[config.mk]
export PLATFORM = sky130hd
export DESIGN_NAME = key_step_sel
export DESIGN_NICKNAME = d
export VERILOG_FILES = /design/src/rtl/key_step_sel.sv
export SDC_FILE = /design/constraint.sdc
export NUM_CORES = 1
export LEC_CHECK = 0
export CAP_MARGIN = 10
export CORE_MARGIN = 1
export CORE_UTILIZATION = 45
export DETAILED_ROUTE_END_ITERATION = 6
export GPL_ROUTABILITY_DRIVEN = 0
export MAX_ROUTING_LAYER = met4
export PLACE_DENSITY_LB_ADDON = 0.1
export SYNTH_ARGS = -nofsm -noshare
export SYNTH_HDL_FRONTEND = slang
export SYNTH_SLANG_ARGS = --single-unit
[constraint.sdc]
create_clock -name clk -period 3.3 [get_ports clk]
set_input_delay 0.825 -clock clk [delete_from_list [all_inputs] [get_ports clk]]
set_output_delay 0.825 -clock clk [all_outputs]
set_load 0.005 [all_outputs]
[src/rtl/key_step_sel.sv]
// rtl/key_step_sel.sv - debounced up/down key stepper for a 0..MAX_INDEX frequency index
// Optional auto-repeat on long hold is compiled in by defining KEY_AUTO_REPEAT_EN.
module key_step_sel #(
  parameter int DEBOUNCE_CYCLES = 1000000,
  parameter int HOLD_CYCLES     = 25000000,
  parameter int REPEAT_CYCLES   = 10000000,
  parameter int MAX_INDEX       = 14,
  parameter int INIT_INDEX      = 4
) (
  input  logic       clk,
  input  logic       rst,
  input  logic       key_up_n,
  input  logic       key_dn_n,
  output logic [3:0] key_data,
  output logic       key_chg
);

  localparam int MAXC_A = (DEBOUNCE_CYCLES > HOLD_CYCLES) ? DEBOUNCE_CYCLES : HOLD_CYCLES;
  localparam int MAXC   = (MAXC_A > REPEAT_CYCLES) ? MAXC_A : REPEAT_CYCLES;
  localparam int CW     = (MAXC > 1) ? $clog2(MAXC + 1) : 1;

  localparam logic [CW-1:0] DB_LAST  = CW'(DEBOUNCE_CYCLES - 1);
`ifdef KEY_AUTO_REPEAT_EN
  localparam logic [CW-1:0] HOLD_LAST = CW'(HOLD_CYCLES - 1);
  localparam logic [CW-1:0] REP_LAST  = CW'(REPEAT_CYCLES - 1);
`endif
  localparam logic [3:0] MAX4  = 4'(MAX_INDEX);
  localparam logic [3:0] INIT4 = 4'(INIT_INDEX);

  typedef enum logic [2:0] {
    IDLE,
    PRESS_DB,
    HELD,
`ifdef KEY_AUTO_REPEAT_EN
    REPEAT,
`endif
    REL_DB
  } state_t;

  state_t        state, state_nxt;
  logic [CW-1:0] cnt, cnt_nxt;
  logic          act_up, act_up_nxt;
  logic          step;
  logic [1:0]    up_sync, dn_sync;
  logic          up, dn, act_key;

  // Synchronizers reset to the released (high) raw level
  always_ff @(posedge clk or posedge rst) begin
    if (rst) begin
      up_sync <= 2'b11;
      dn_sync <= 2'b11;
    end else begin
      up_sync <= {up_sync[0], key_up_n};
      dn_sync <= {dn_sync[0], key_dn_n};
    end
  end

  assign up      = ~up_sync[1];
  assign dn      = ~dn_sync[1];
  assign act_key = act_up ? up : dn;

  always_ff @(posedge clk or posedge rst) begin
    if (rst) begin
      state  <= IDLE;
      cnt    <= '0;
      act_up <= 1'b0;
    end else begin
      state  <= state_nxt;
      cnt    <= cnt_nxt;
      act_up <= act_up_nxt;
    end
  end

  always_comb begin
    state_nxt  = state;
    cnt_nxt    = cnt;
    act_up_nxt = act_up;
    step       = 1'b0;
    case (state)
      IDLE: begin
        if (up ^ dn) begin
          act_up_nxt = up;
          cnt_nxt    = '0;
          state_nxt  = PRESS_DB;
        end
      end
      PRESS_DB: begin
        if (!act_key) begin
          state_nxt = IDLE;
        end else if (cnt == DB_LAST) begin
          step      = 1'b1;
          cnt_nxt   = '0;
          state_nxt = HELD;
        end else begin
          cnt_nxt = cnt + 1'b1;
        end
      end
      HELD: begin
        if (!act_key) begin
          cnt_nxt   = '0;
          state_nxt = REL_DB;
        end
`ifdef KEY_AUTO_REPEAT_EN
        else if (cnt == HOLD_LAST) begin
          cnt_nxt   = '0;
          state_nxt = REPEAT;
        end else begin
          cnt_nxt = cnt + 1'b1;
        end
`endif
      end
`ifdef KEY_AUTO_REPEAT_EN
      REPEAT: begin
        if (!act_key) begin
          cnt_nxt   = '0;
          state_nxt = REL_DB;
        end else if (cnt == REP_LAST) begin
          step    = 1'b1;
          cnt_nxt = '0;
        end else begin
          cnt_nxt = cnt + 1'b1;
        end
      end
`endif
      REL_DB: begin
        // A re-assertion (bounce) restarts the release window
        if (act_key) begin
          cnt_nxt = '0;
        end else if (cnt == DB_LAST) begin
          cnt_nxt   = '0;
          state_nxt = IDLE;
        end else begin
          cnt_nxt = cnt + 1'b1;
        end
      end
      default: begin
        cnt_nxt   = '0;
        state_nxt = IDLE;
      end
    endcase
  end

  // Saturating step; no pulse when already at a limit
  always_ff @(posedge clk or posedge rst) begin
    if (rst) begin
      key_data <= INIT4;
      key_chg  <= 1'b0;
    end else begin
      key_chg <= 1'b0;
      if (step) begin
        if (act_up && key_data < MAX4) begin
          key_data <= key_data + 4'd1;
          key_chg  <= 1'b1;
        end else if (!act_up && key_data != 4'd0) begin
          key_data <= key_data - 4'd1;
          key_chg  <= 1'b1;
        end
      end
    end
  end

endmodule
# Word-level counts from Yosys, hierarchy flattened
# Cells that the tools add are included.
[op_classes]
addsub = 3
order_cmp = 1
eq_ne = 10
muxes = 22
n_bitwise = 3
n_reduce_logical = 10
[ops]
columns = ["cell", "count"]
rows = [
  ["$mux W25", 5],
  ["$pmux W25 S4", 1],
  ["$add A25 B1 Y25 const B", 1],
  ["$eq A25 B20 Y1 const B", 1],
  ["$mux W3", 6],
  ["$pmux W3 S4", 1],
  ["$ne A2 B2 Y1 const B", 5],
  ["$mux W4", 2],
  ["$mux W1", 7],
  ["$eq A3 B2 Y1 const B", 2],
  ["$reduce_and A5 Y1", 1],
  ["$add A4 B1 Y4 const B", 1],
  ["$lt A4 B4 Y1 const B", 1],
  ["$reduce_and A2 Y1", 2],
  ["$reduce_bool A4 Y1", 1],
  ["$sub A4 B1 Y4 const B", 1],
  ["$eq A3 B1 Y1 const B", 1],
  ["$logic_not A3 Y1", 1],
  ["$ne A3 B3 Y1 const B", 1],
  ["$reduce_and A3 Y1", 1],
  ["$logic_and A1 B1 Y1", 2],
  ["$not A1 Y1", 2],
  ["$reduce_bool A2 Y1", 1],
  ["$logic_not A1 Y1", 1],
  ["$xor A1 B1 Y1", 1],
]
[word_totals]
ff_bits = 38
out_inout_bits = 5

# Logic depth before layout (Yosys ltp)
[logic_depth]
word_depth = 5
depth_mapped = 8
mapped_depth_nobuf = 8

# Least setup slack after synthesis
# OpenSTA, ideal clock, no wires.
[synth_timing]
kind = "reg2reg"
start = "register cnt[0]"
end = "register cnt[24]"
t_arrival_ps = 2276
required_time_ps = 3221
slack_ps = 945
stages_incl_launch_ff = 7
path_buffers = 0
synth_period_minus_slack_ps = 2355
path_cell_list = "dfrtp_1 ha_1 nand3_1 or4_4 or4_1 or4_1 mux2i_1"
[synth_via]
elab_chain_cells = 4
[synth_rtl]
columns = ["element", "line_no", "text"]
rows = [
  ["start: declaration", "41", "logic [CW-1:0] cnt, cnt_nxt;"],
  ["start signal: assignment", "69", "cnt <= cnt_nxt;"],
  ["$add A25 B1 Y25 / $eq A25 B20 Y1 (equally long branches)", "-", ""],
  ["$mux W25 *", "90, 129", ""],
  ["$mux W25 (on tied branches)", "127, 88", ""],
  ["$pmux W25 S4 *", "79", "case (state)"],
]
# Every way passes the cells marked *; elsewhere a longest branch is shown, timed or not. The select of a mux whose other input is x is not followed.
# A chain may end at the register's enable or synchronous reset.

# Worst setup path after layout
[layout_timing]
start = "register cnt[0]"
end = "register cnt[3]"
# Same word-level chain as after synthesis.

==> results.sh <==
export IMPL_cts_path_max_buffers=2
export IMPL_drt_pass1_iterations=4
export IMPL_tns_ns=0
export IMPL_cts_resized_gates=0
export IMPL_viasPerCell=5.97
export IMPL_ys_seq_area_share_pct=42.4
export IMPL_grt_pass1_vias=1748
export IMPL_antenna_cells=0
export IMPL_power_density_mw_per_mm2=415
export IMPL_syn_area_per_cell_um2=9.41
export IMPL_finalSetupViolations=0
export IMPL_multi_input_area_mm2=0.00117
export IMPL_synth_edf_count=0
export IMPL_rows=25
export IMPL_grt_start_max_net_pins=38
export IMPL_syn_to_final_growth_pct=10.7
export IMPL_cp_max_fo=13
export IMPL_ys_warn_count=0
export IMPL_core_mm2=0.00472
export IMPL_cts_reportedPaths_clkPinSlew_ns=0.07
export IMPL_synth_compound_area_share_pct=19.7
export IMPL_route_detailed_drc=0
export IMPL_status="finished, final reports clean"
export IMPL_clockRootBuffer="clkbuf_8"
export IMPL_grt_usage_pct=22.3
export IMPL_worst_clock_skew_ns=0.00722
export IMPL_dpl_cell_area_mm2=0.00236
export IMPL_synthCells=234
export IMPL_ir_drop_mv=0.194
export IMPL_overflow=0
export IMPL_relSlewSlack_pct=31.1
export IMPL_initial_core_util_pct=46.6
export IMPL_drt_iter0_drc=94
export IMPL_synthMuxAreaShare_pct=5.17
export IMPL_syn_cell_area_mm2=0.00220
export IMPL_via_count=1839
export IMPL_total_power_mw=1.01
export IMPL_power_leakage_nw=0.975
export IMPL_hold_violations=0
export IMPL_clk_latency_ns=0.29
export IMPL_wl_per_cell_um=16.2
export IMPL_numCtsBuffers=5
export IMPL_cp_data_arrival_time_ns=2.83
export IMPL_cts_setup_buffers=0
export IMPL_drive_gt1_share_pct=11.6
export IMPL_ys_seq_elements=37
export IMPL_startpoint_type="register"
export IMPL_worstSetupPathType="register to register"
export IMPL_max_freq_mhz=385
export IMPL_synth_ff_type="dfrtp_1"
export IMPL_tightest_slew_ns=1.03
export IMPL_regArea_um2=932
export IMPL_num_fill_cells=482
export IMPL_cp_end_kind="register"
export IMPL_yosys_top_cells_area="dfrtp_1 36%, dfstp_2 6.0%, a211oi_1 4.4%"
export IMPL_synth_xor_area_share_pct=1.59
export IMPL_synthSimpleGateAreaFrac_pct=23.7
export IMPL_synth_fp_nets=242
export IMPL_io_pins=9
export IMPL_synth_cell_types=48
export IMPL_synth_top_family_by_area="simple AND/OR/NAND/NOR gates"
export IMPL_fin_crit_ns=2.60
export IMPL_clkSinkCount=37
export IMPL_final_area_mm2=0.00244
export IMPL_routed_wirelength_um=5000
export IMPL_post_route_period_util_pct=78.8
export IMPL_dieArea_mm2=0.00517
export IMPL_cts_htree_levels=2
export IMPL_die_h_um=71.9
export IMPL_holdBufCountCts=0
export IMPL_grt_pass1_wl_um=8590
export IMPL_ant_nets=0
export IMPL_async_flop_share_pct=100
export IMPL_port_buffer_count=8
export IMPL_cp_required_ns=3.53
export IMPL_slew_violations=0
export IMPL_grt_setup_unrepaired="no"
export IMPL_die_w_um=71.9
export IMPL_dp_hpwl_um=3350
export IMPL_antenna_found_initial=0
export IMPL_finalNetCount=248
export IMPL_hp_class="register to register"
export IMPL_synth_top_area_share_pct=36.4
export IMPL_synth_fa_ha_area_share_pct=3.07
export IMPL_cap_violations=0
export IMPL_synth_top_area_cell="dfrtp_1"
export IMPL_cts_tree="yes"
==> sequential cells by signal (all words and copies together) (netlist names) <==
signal    cells
key_data      4
dn_sync       2
up_sync       2
act_up        1
key_chg       1
cnt          25
state         2
==> cell type report <==
class | instances | area share, %
multi-input cells | 172 | 48.2
well taps | 67 | 3.44
repair buffers | 15 | 5.44
inverters | 9 | 1.39
flip-flops and latches | 37 | 38.2
clock buffers | 8 | 3.29
==> report_power, final <==
part           internal, mW  switching [mW]
registers             0.476          0.0286
clock network         0.150           0.154
logic                0.0736           0.129
==> metal layers <==
metal,vias to the layer above,part of all wire [%],global-route usage (%)
met2,29,44,32.2
met5,-,0,-
met1,897,53,31.8
met4,0,0.70,6.54
met3,4,3.0,4.72
li1,909,-,-
==> final timing paths <==
kind | depth (start not counted) | slack (ns) | startpoint | to
worst max-delay path | 6 | 0.70 | cnt[0] | cnt[3]
worst min-delay path | 0 | 0.36 | up_sync[0] | up_sync[1]
worst max register to register | 6 | 0.70 | cnt[0] | cnt[3]
worst min register to register | 0 | 0.36 | up_sync[0] | up_sync[1]
max in group asynchronous | 3 | 1.97 | rst | up_sync[1]
min in group asynchronous | 3 | 0.97 | rst | cnt[23]
==> synthesized netlist by cell type (3+ instances only) <==
| master | count |
|---|---|
| inv_1 | 9 |
| a22o_1 | 7 |
| or4_1 | 9 |
| a21o_1 | 4 |
| ha_1 | 3 |
| buf_2 | 3 |
| nor2_1 | 16 |
| o21ai_0 | 13 |
| a211oi_1 | 13 |
| clkbuf_1 | 12 |
| mux2i_1 | 8 |
| o31ai_1 | 5 |
| and4_1 | 3 |
| nor4_1 | 3 |
| nor2b_1 | 3 |
| mux2_2 | 3 |
| nand4_1 | 10 |
| nand2_1 | 14 |
| dfstp_2 | 5 |
| dfrtp_1 | 32 |
| nand3_1 | 13 |
| a21oi_1 | 4 |
| o211ai_1 | 4 |
| and3_1 | 3 |
| nor3_1 | 6 |
==> worst max-delay path, cell delays in order, from the launching register on <==
cell and delay (ns):
dfrtp_1 0.41, ha_1 0.24, and3_1 0.22, and4_1 0.24
a21o_1 0.33, nor3_1 0.83, a22o_1 0.27
==> kinds of logic (layout without fill, tap and decap cells) <==
logic type,count (synthesis),in the layout
simple gates,91,91
compound gates,61,61
flops,37,37
buf+inv,25,32
mux,11,11
fa+ha+maj,5,5
xor+xnor,4,4
==> stage by stage <==
step	hold WS (ns)	cells	worst slack [ns]	utilization, %
CTS	0.357	308	0.716	51.6
finish	0.355	308	0.700	51.6
floorplan	0.345	234	0.945	-
global placement	0.346	300	0.784	49.9
detailed placement	0.347	300	0.724	49.9
global route	0.366	308	0.487	51.6
==> cells in the final DEF, fill, tap and decap left out, types with 4 or more instances in the layout <==
cell | netlist | routed
buf_4 | 0 | 7
nand4_1 | 10 | 10
nand2_1 | 14 | 14
clkbuf_8 | 0 | 5
or4_1 | 9 | 9
o21ai_0 | 13 | 13
a211oi_1 | 13 | 13
nand3_1 | 13 | 13
o31ai_1 | 5 | 5
inv_1 | 9 | 9
o211ai_1 | 4 | 4
mux2i_1 | 8 | 8
dfrtp_1 | 32 | 32
nor2_1 | 16 | 16
nor3_1 | 6 | 6
clkdlybuf4s50_1 | 0 | 8
a22o_1 | 7 | 7
a21o_1 | 4 | 4
dfstp_2 | 5 | 5
Note: power is estimated with default switching activity, not from simulation.
==> RTL change 1, RTL diff (same flow settings) <==
The parameter `DEBOUNCE_CYCLES` goes from 1000000 to 500000.
--- a/src/rtl/key_step_sel.sv
+++ b/src/rtl/key_step_sel.sv
@@ -1,7 +1,7 @@
 // rtl/key_step_sel.sv - debounced up/down key stepper for a 0..MAX_INDEX frequency index
 // Optional auto-repeat on long hold is compiled in by defining KEY_AUTO_REPEAT_EN.
 module key_step_sel #(
-  parameter int DEBOUNCE_CYCLES = 1000000,
+  parameter int DEBOUNCE_CYCLES = 500000,
   parameter int HOLD_CYCLES     = 25000000,
   parameter int REPEAT_CYCLES   = 10000000,
   parameter int MAX_INDEX       = 14,
Formal check against the unedited RTL: same outputs for any inputs over 10 cycles, from zero or initial values and one cycle with rst high; that may be too few to reach the edited logic, so the function may still have changed.
==> RTL change 1 against the original RTL <==
Sequential power about the same. First-iteration DRC count increased by 45%. Sequential cell count unchanged. Synthesized cell count unchanged. Highest routed layer unchanged. Area after synthesis increased by 2.1%. Final area increased by 0.72%. Worst setup slack improved by 0.26 ns. Wire length increased by 2.5%. Core utilization about the same. Critical endpoint is now cnt[18]$_DFFE_PP0P_. Clock skew increased by 0.0033 ns. Power increased by 2.4%. Global-route usage increased by 0.32 points.
==> RTL change 1: results (changes against the original RTL) <==
| Metric | Value |
|---|---|
| Worst Skew | 0.0105 ns (+0.00325 ns) |
| Top flop regs | cnt x25, key_data x4 |
| Clk slew on worst S/H paths | 0.07 ns (about the same) |
| Top cells by area, synth | dfrtp_1 (36%), a211oi_1 (6.0%), dfstp_2 (5.8%), nand4_1 (5.0%), mux2i_1 (4.5%) |
| WHS Path Cells | 0 (unchanged) |
| Wirelength per Cell | 16.8 um (+3.5%) |
| Pre-CTS setup slack | 1.01 ns (+0.288 ns) |
| Largest net degree at the start of global routing | 38 (unchanged) |
| Antenna cells | 0 (unchanged) |
| Post-CTS Setup Bufs | 0 (unchanged) |
| Share of cells above drive strength 1 | 13.0% (+1.4 points) |
| Synth cell count leaders | dfrtp_1 (32), a211oi_1 (18), nand4_1 (18) |
| Sequential element share of the synthesized area | 41.5% (-0.87 points) |
| Initial antenna violation count | 0 (unchanged) |
| CTS Root Cell | clkbuf_8 |
| Via Count | 1,886 (+2.6%) |
| Reg2Reg Depth | 6 (unchanged) |
| CTS H-Tree Depth | 2 (unchanged) |
| Inserted Clock Buffers | 5 (unchanged) |
| Worst endpoint data arrival time | 2.50 ns (-0.33 ns) |
| Status | complete, no violations |
| Slowest stage delay, CP | 0.68 ns (-0.15 ns) |
| GRT Total Usage | 22.6% (+0.32 points) |
| CP Class | reg -> reg |
| Ys Warns | 0 (unchanged) |
| Sw frac | 32.7% (+1.9 points) |
| Crit-path slowest cell | nor4_2 |
| Starting DRT DRC Count | 136 (+45%) |
| Post-DP HPWL | 3420 um (+2.1%) |
| Netlist cell types | 48 (unchanged) |
| Hold WC Path Type | reg -> reg |
| Worst slew margin relative to its limit | 40.8% (+9.7 points) |
| Synth async-reset ratio | 100% (unchanged) |
| Syn_nets | 242 (unchanged) |
| Critical Path Fanout Max | 6 (-7) |
| Placed insts | 297 (-1.0%) |
| Leak | 0.945 nW (-3.2%) |
| CTS resizes | 0 (unchanged) |
| Post-synth top area cell | dfrtp_1 |
| Non-filler cells in the finished layout | 305 (-0.97%) |
| Final #Nets | 245 (-1.2%) |
| Cells after synthesis | 234 (unchanged) |
| Clock Path Buffers | 2 (unchanged) |
| Drt pass-1 iters | 4 (unchanged) |
| Pins over their slew limit | 0 (unchanged) |
| FILL cells | 467 (-3.1%) |
| Maximum vdd drop | 0.291 mV (+50%) |
| Clk Latency, worst-skew pair | 0.30 ns |
| Port Buffers | 8 (unchanged) |
| Sum of negative setup slack | 0 ns (unchanged) |
| Global-route wire length before repair | 8930 um (+3.9%) |
## RTL change 1: changes by cell type in the layout (fill, tap and decap cells not counted), sizes merged, moves of 4 or more
cell and delta:
nand4 +7, inv +5, a22o -7, a211oi +6, o22ai +8, or4 -9
nand4b +9, nor3 -4, nor2 -8, nand2 -4
## RTL change 1: worst max-delay path: cells and delay by family (launching register included)
kind                     cells  cell delay (ns)
AND/OR/NAND/NOR              3             1.14
flip-flops                   1             0.40
AO/OA/AOI/OAI                1             0.33
adder cells (fa/ha/maj)      1             0.21
multiplexers                 1             0.12
## RTL change 1: kinds of logic (layout without fill, tap and decap cells)
group	after synthesis	count (layout)	synth area share, %
flip-flops	37	37	41.5
multiplexers	13	13	6.12
buffers and inverters	30	34	5.90
AND/OR/NAND/NOR	90	90	25.3
XOR/XNOR	4	4	1.56
AO/OA/AOI/OAI	55	55	16.6
adder cells (fa/ha/maj)	5	5	3.01
## RTL change 1: path summary, 6_finish.rpt
check | from | end | slack [ns]
worst max-delay path | cnt[0]$_DFFE_PP0P_ | cnt[18]$_DFFE_PP0P_ | 0.96
worst min-delay path | up_sync[0]$_DFF_PP1_ | up_sync[1]$_DFF_PP1_ | 0.36
worst max register to register | cnt[0]$_DFFE_PP0P_ | cnt[18]$_DFFE_PP0P_ | 0.96
worst min register to register | up_sync[0]$_DFF_PP1_ | up_sync[1]$_DFF_PP1_ | 0.36
max in group asynchronous | rst | dn_sync[1]$_DFF_PP1_ | 2.01
min in group asynchronous | rst | key_data[1]$_DFFE_PP0P_ | 0.93
## RTL change 1: stage by stage
stage          total power [mW]  area [um^2]
6_report                   1.04         2450
3_3_place_gp              0.708         2360
5_1_grt                    1.10         2450
2_1_floorplan             0.672         2250
4_1_cts                    1.04         2450
3_5_place_dp              0.720         2360
## RTL change 1: final cells by class
cell class,instances,area share (%)
Multi-Input combinational cell,167,48.2
Sequential cell,37,38.0
Timing Repair Buffer,13,4.79
Tap cell,67,3.41
Clock buffer,5,2.80
Inverter,13,1.99
Clock inverter,3,0.866
## RTL change 1: metal layers
metal | up-vias | global-route usage [%] | share of wire [%] | wire (um)
met1 | 928 | 29.6 | 47 | 2420
met3 | 8 | 4.42 | 4.3 | 220
met4 | 0 | 8.71 | 1.5 | 78
met2 | 46 | 34.8 | 47 | 2410
met5 | - | - | 0 | 0
li1 | 904 | - | - | -
## RTL change 1: power by group through the flow
stage | Clock (mW) | Combinational (mW) | Sequential [mW]
finish | 0.323 | 0.208 | 0.504
global route | 0.356 | 0.234 | 0.508
CTS | 0.332 | 0.208 | 0.503
detailed placement | 0 | 0.208 | 0.512
global placement | 0 | 0.198 | 0.510
floorplan | 0 | 0.170 | 0.502
==> RTL change 2, RTL diff (same flow settings) <==
Without the edit above. Register the inputs `key_up_n` and `key_dn_n` before use, cleared by the reset. The logic sees them one clock later.
--- a/src/rtl/key_step_sel.sv
+++ b/src/rtl/key_step_sel.sv
@@ -37,6 +37,19 @@
     REL_DB
   } state_t;
 
+  logic key_up_n_q;
+  logic key_dn_n_q;
+
+  always_ff @(posedge clk or posedge rst) begin
+    if (rst) begin
+      key_up_n_q <= '0;
+      key_dn_n_q <= '0;
+    end else begin
+      key_up_n_q <= key_up_n;
+      key_dn_n_q <= key_dn_n;
+    end
+  end
+
   state_t        state, state_nxt;
   logic [CW-1:0] cnt, cnt_nxt;
   logic          act_up, act_up_nxt;
@@ -50,8 +63,8 @@
       up_sync <= 2'b11;
       dn_sync <= 2'b11;
     end else begin
-      up_sync <= {up_sync[0], key_up_n};
-      dn_sync <= {dn_sync[0], key_dn_n};
+      up_sync <= {up_sync[0], key_up_n_q};
+      dn_sync <= {dn_sync[0], key_dn_n_q};
     end
   end
 
Behaviour: same outputs for any inputs over 10 cycles, from zero or initial values and one cycle with rst high; that may be too few to reach the edited logic, so the function may still have changed.
==> RTL change 2 against the original RTL <==
Core utilization rose by 0.47 points. Worst setup slack improved by 0.19 ns. Maximum frequency rose by 8.1%. Largest cell class unchanged. Area after synthesis fell by 4.2%. Clock skew fell by 0.0048 ns. Power rose by 1.0%. Sequential share of layout area rose by 4.5 points. Largest power group unchanged. Sequential cell count rose by 2. Final area fell by 5.7%. Synthesized cell count fell by 7.3%. Wire length fell by 14%. Critical path depth rose by 1.
==> RTL change 2: results (changes against the original RTL) <==
| Metric | Value |
|---|---|
| Worst slew margin relative to its limit | 47.7% (+17 points) |
| Leak | 0.929 nW (-4.8%) |
| Status | complete, no violations |
| Crit-path slowest cell | o31ai_4 |
| Reg2Reg Depth | 7 (+1) |
| Compound-cell area share of the yosys netlist | 18.5% (-1.2 points) |
| Global-route wire length before repair | 7550 um (-12%) |
| Synth cell count leaders | dfrtp_1 (34), nor2_1 (22), o21ai_0 (18) |
| Cells after synthesis | 217 (-7.3%) |
| Post-DP HPWL | 2970 um (-11%) |
| Placed insts | 269 (-10%) |
| Worst endpoint data arrival time | 2.57 ns (-0.26 ns) |
| Final #Nets | 232 (-6.5%) |
| Hold_sp | key_dn_n_q$_DFF_PP0_ |
| Final hold slack | 0.355 ns (+0.0000970 ns) |
| GRT Total Usage | 20.0% (-2.3 points) |
| Area after DPL | 2210 um^2 (-6.4%) |
| Starting DRT DRC Count | 64 (-32%) |
| Launch point of the worst path | cnt[1]$_DFFE_PP0P_ |
| Maximum vdd drop | 0.273 mV (+41%) |
| Largest net degree at the start of global routing | 40 (+5.3%) |
| Drt total wl | 4330 um (-14%) |
| Number of global-route vias before repair | 1,546 (-12%) |
| Post-synthesis mux area share | 1.54% (-3.6 points) |
| Hold Crit Endpoint | dn_sync[0]$_DFF_PP1_ |
| Top cells by area, synth | dfrtp_1 (40%), dfstp_2 (6.2%), o21ai_0 (4.3%), o31ai_1 (4.3%), nor2_1 (3.9%) |
| Critical Path Fanout Max | 18 (+5) |
| Xor and xnor area share after synthesis | 2.91% (+1.3 points) |
| R2R Setup Slk | 0.89 ns (+0.19 ns) |
| Slowest stage delay, CP | 0.77 ns (-0.06 ns) |
==> RTL change 2: changes by cell type in the layout (fill, tap and decap cells not counted), moves of 7 or more <==
cell      delta
mux2i_1      -7
o31ai_1      +7
nand4_1     -10
a211oi_1    -13
o21ai_1     +11
or4_1        -9
a21oi_1      +8
a22o_1       -7
==> RTL change 2: report_power, final <==
| part | internal [mW] | total (mW) | switching (mW) | leakage (nW) |
|---|---|---|---|---|
| clock network | 0.169 | 0.334 | 0.165 | 0.0482 |
| logic | 0.0523 | 0.157 | 0.105 | 0.363 |
| registers | 0.502 | 0.531 | 0.0290 | 0.517 |
| total | 0.723 | 1.02 | 0.299 | 0.929 |
==> RTL change 2: final cells by class <==
| type | count | area [um^2] | share of cell area (%) |
|---|---|---|---|
| clock buffer | 7 | 86.3 | 3.76 |
| clock inverter | 1 | 5.00 | 0.218 |
| inverter | 3 | 11.3 | 0.490 |
| multi-input combinational | 166 | 1060 | 46.2 |
| sequential | 39 | 982 | 42.7 |
| tap | 52 | 65.1 | 2.83 |
| timing repair buffer | 9 | 87.6 | 3.81 |
==> RTL change 2: per-layer routing <==
layer	vias to the layer above	track usage (%)	part of all wire, %
met5	-	-	0
met4	0	7.56	1.6
met3	8	3.17	3.4
met2	26	29.1	48
met1	822	28.0	47
li1	813	-	-
==> RTL change 2: worst max-delay path by stage <==
stage | end | slack, ns | cells after the start
3_3_place_gp | cnt[24]$_DFFE_PP0P_ | 1.02 | 7
6_report | cnt[15]$_DFFE_PP0P_ | 0.89 | 7
3_5_place_dp | cnt[15]$_DFFE_PP0P_ | 0.91 | 7
2_1_floorplan | key_data[1]$_DFFE_PP0P_ | 1.27 | 7
4_1_cts | cnt[15]$_DFFE_PP0P_ | 0.89 | 7
5_1_grt | cnt[11]$_DFFE_PP0P_ | 0.68 | 7
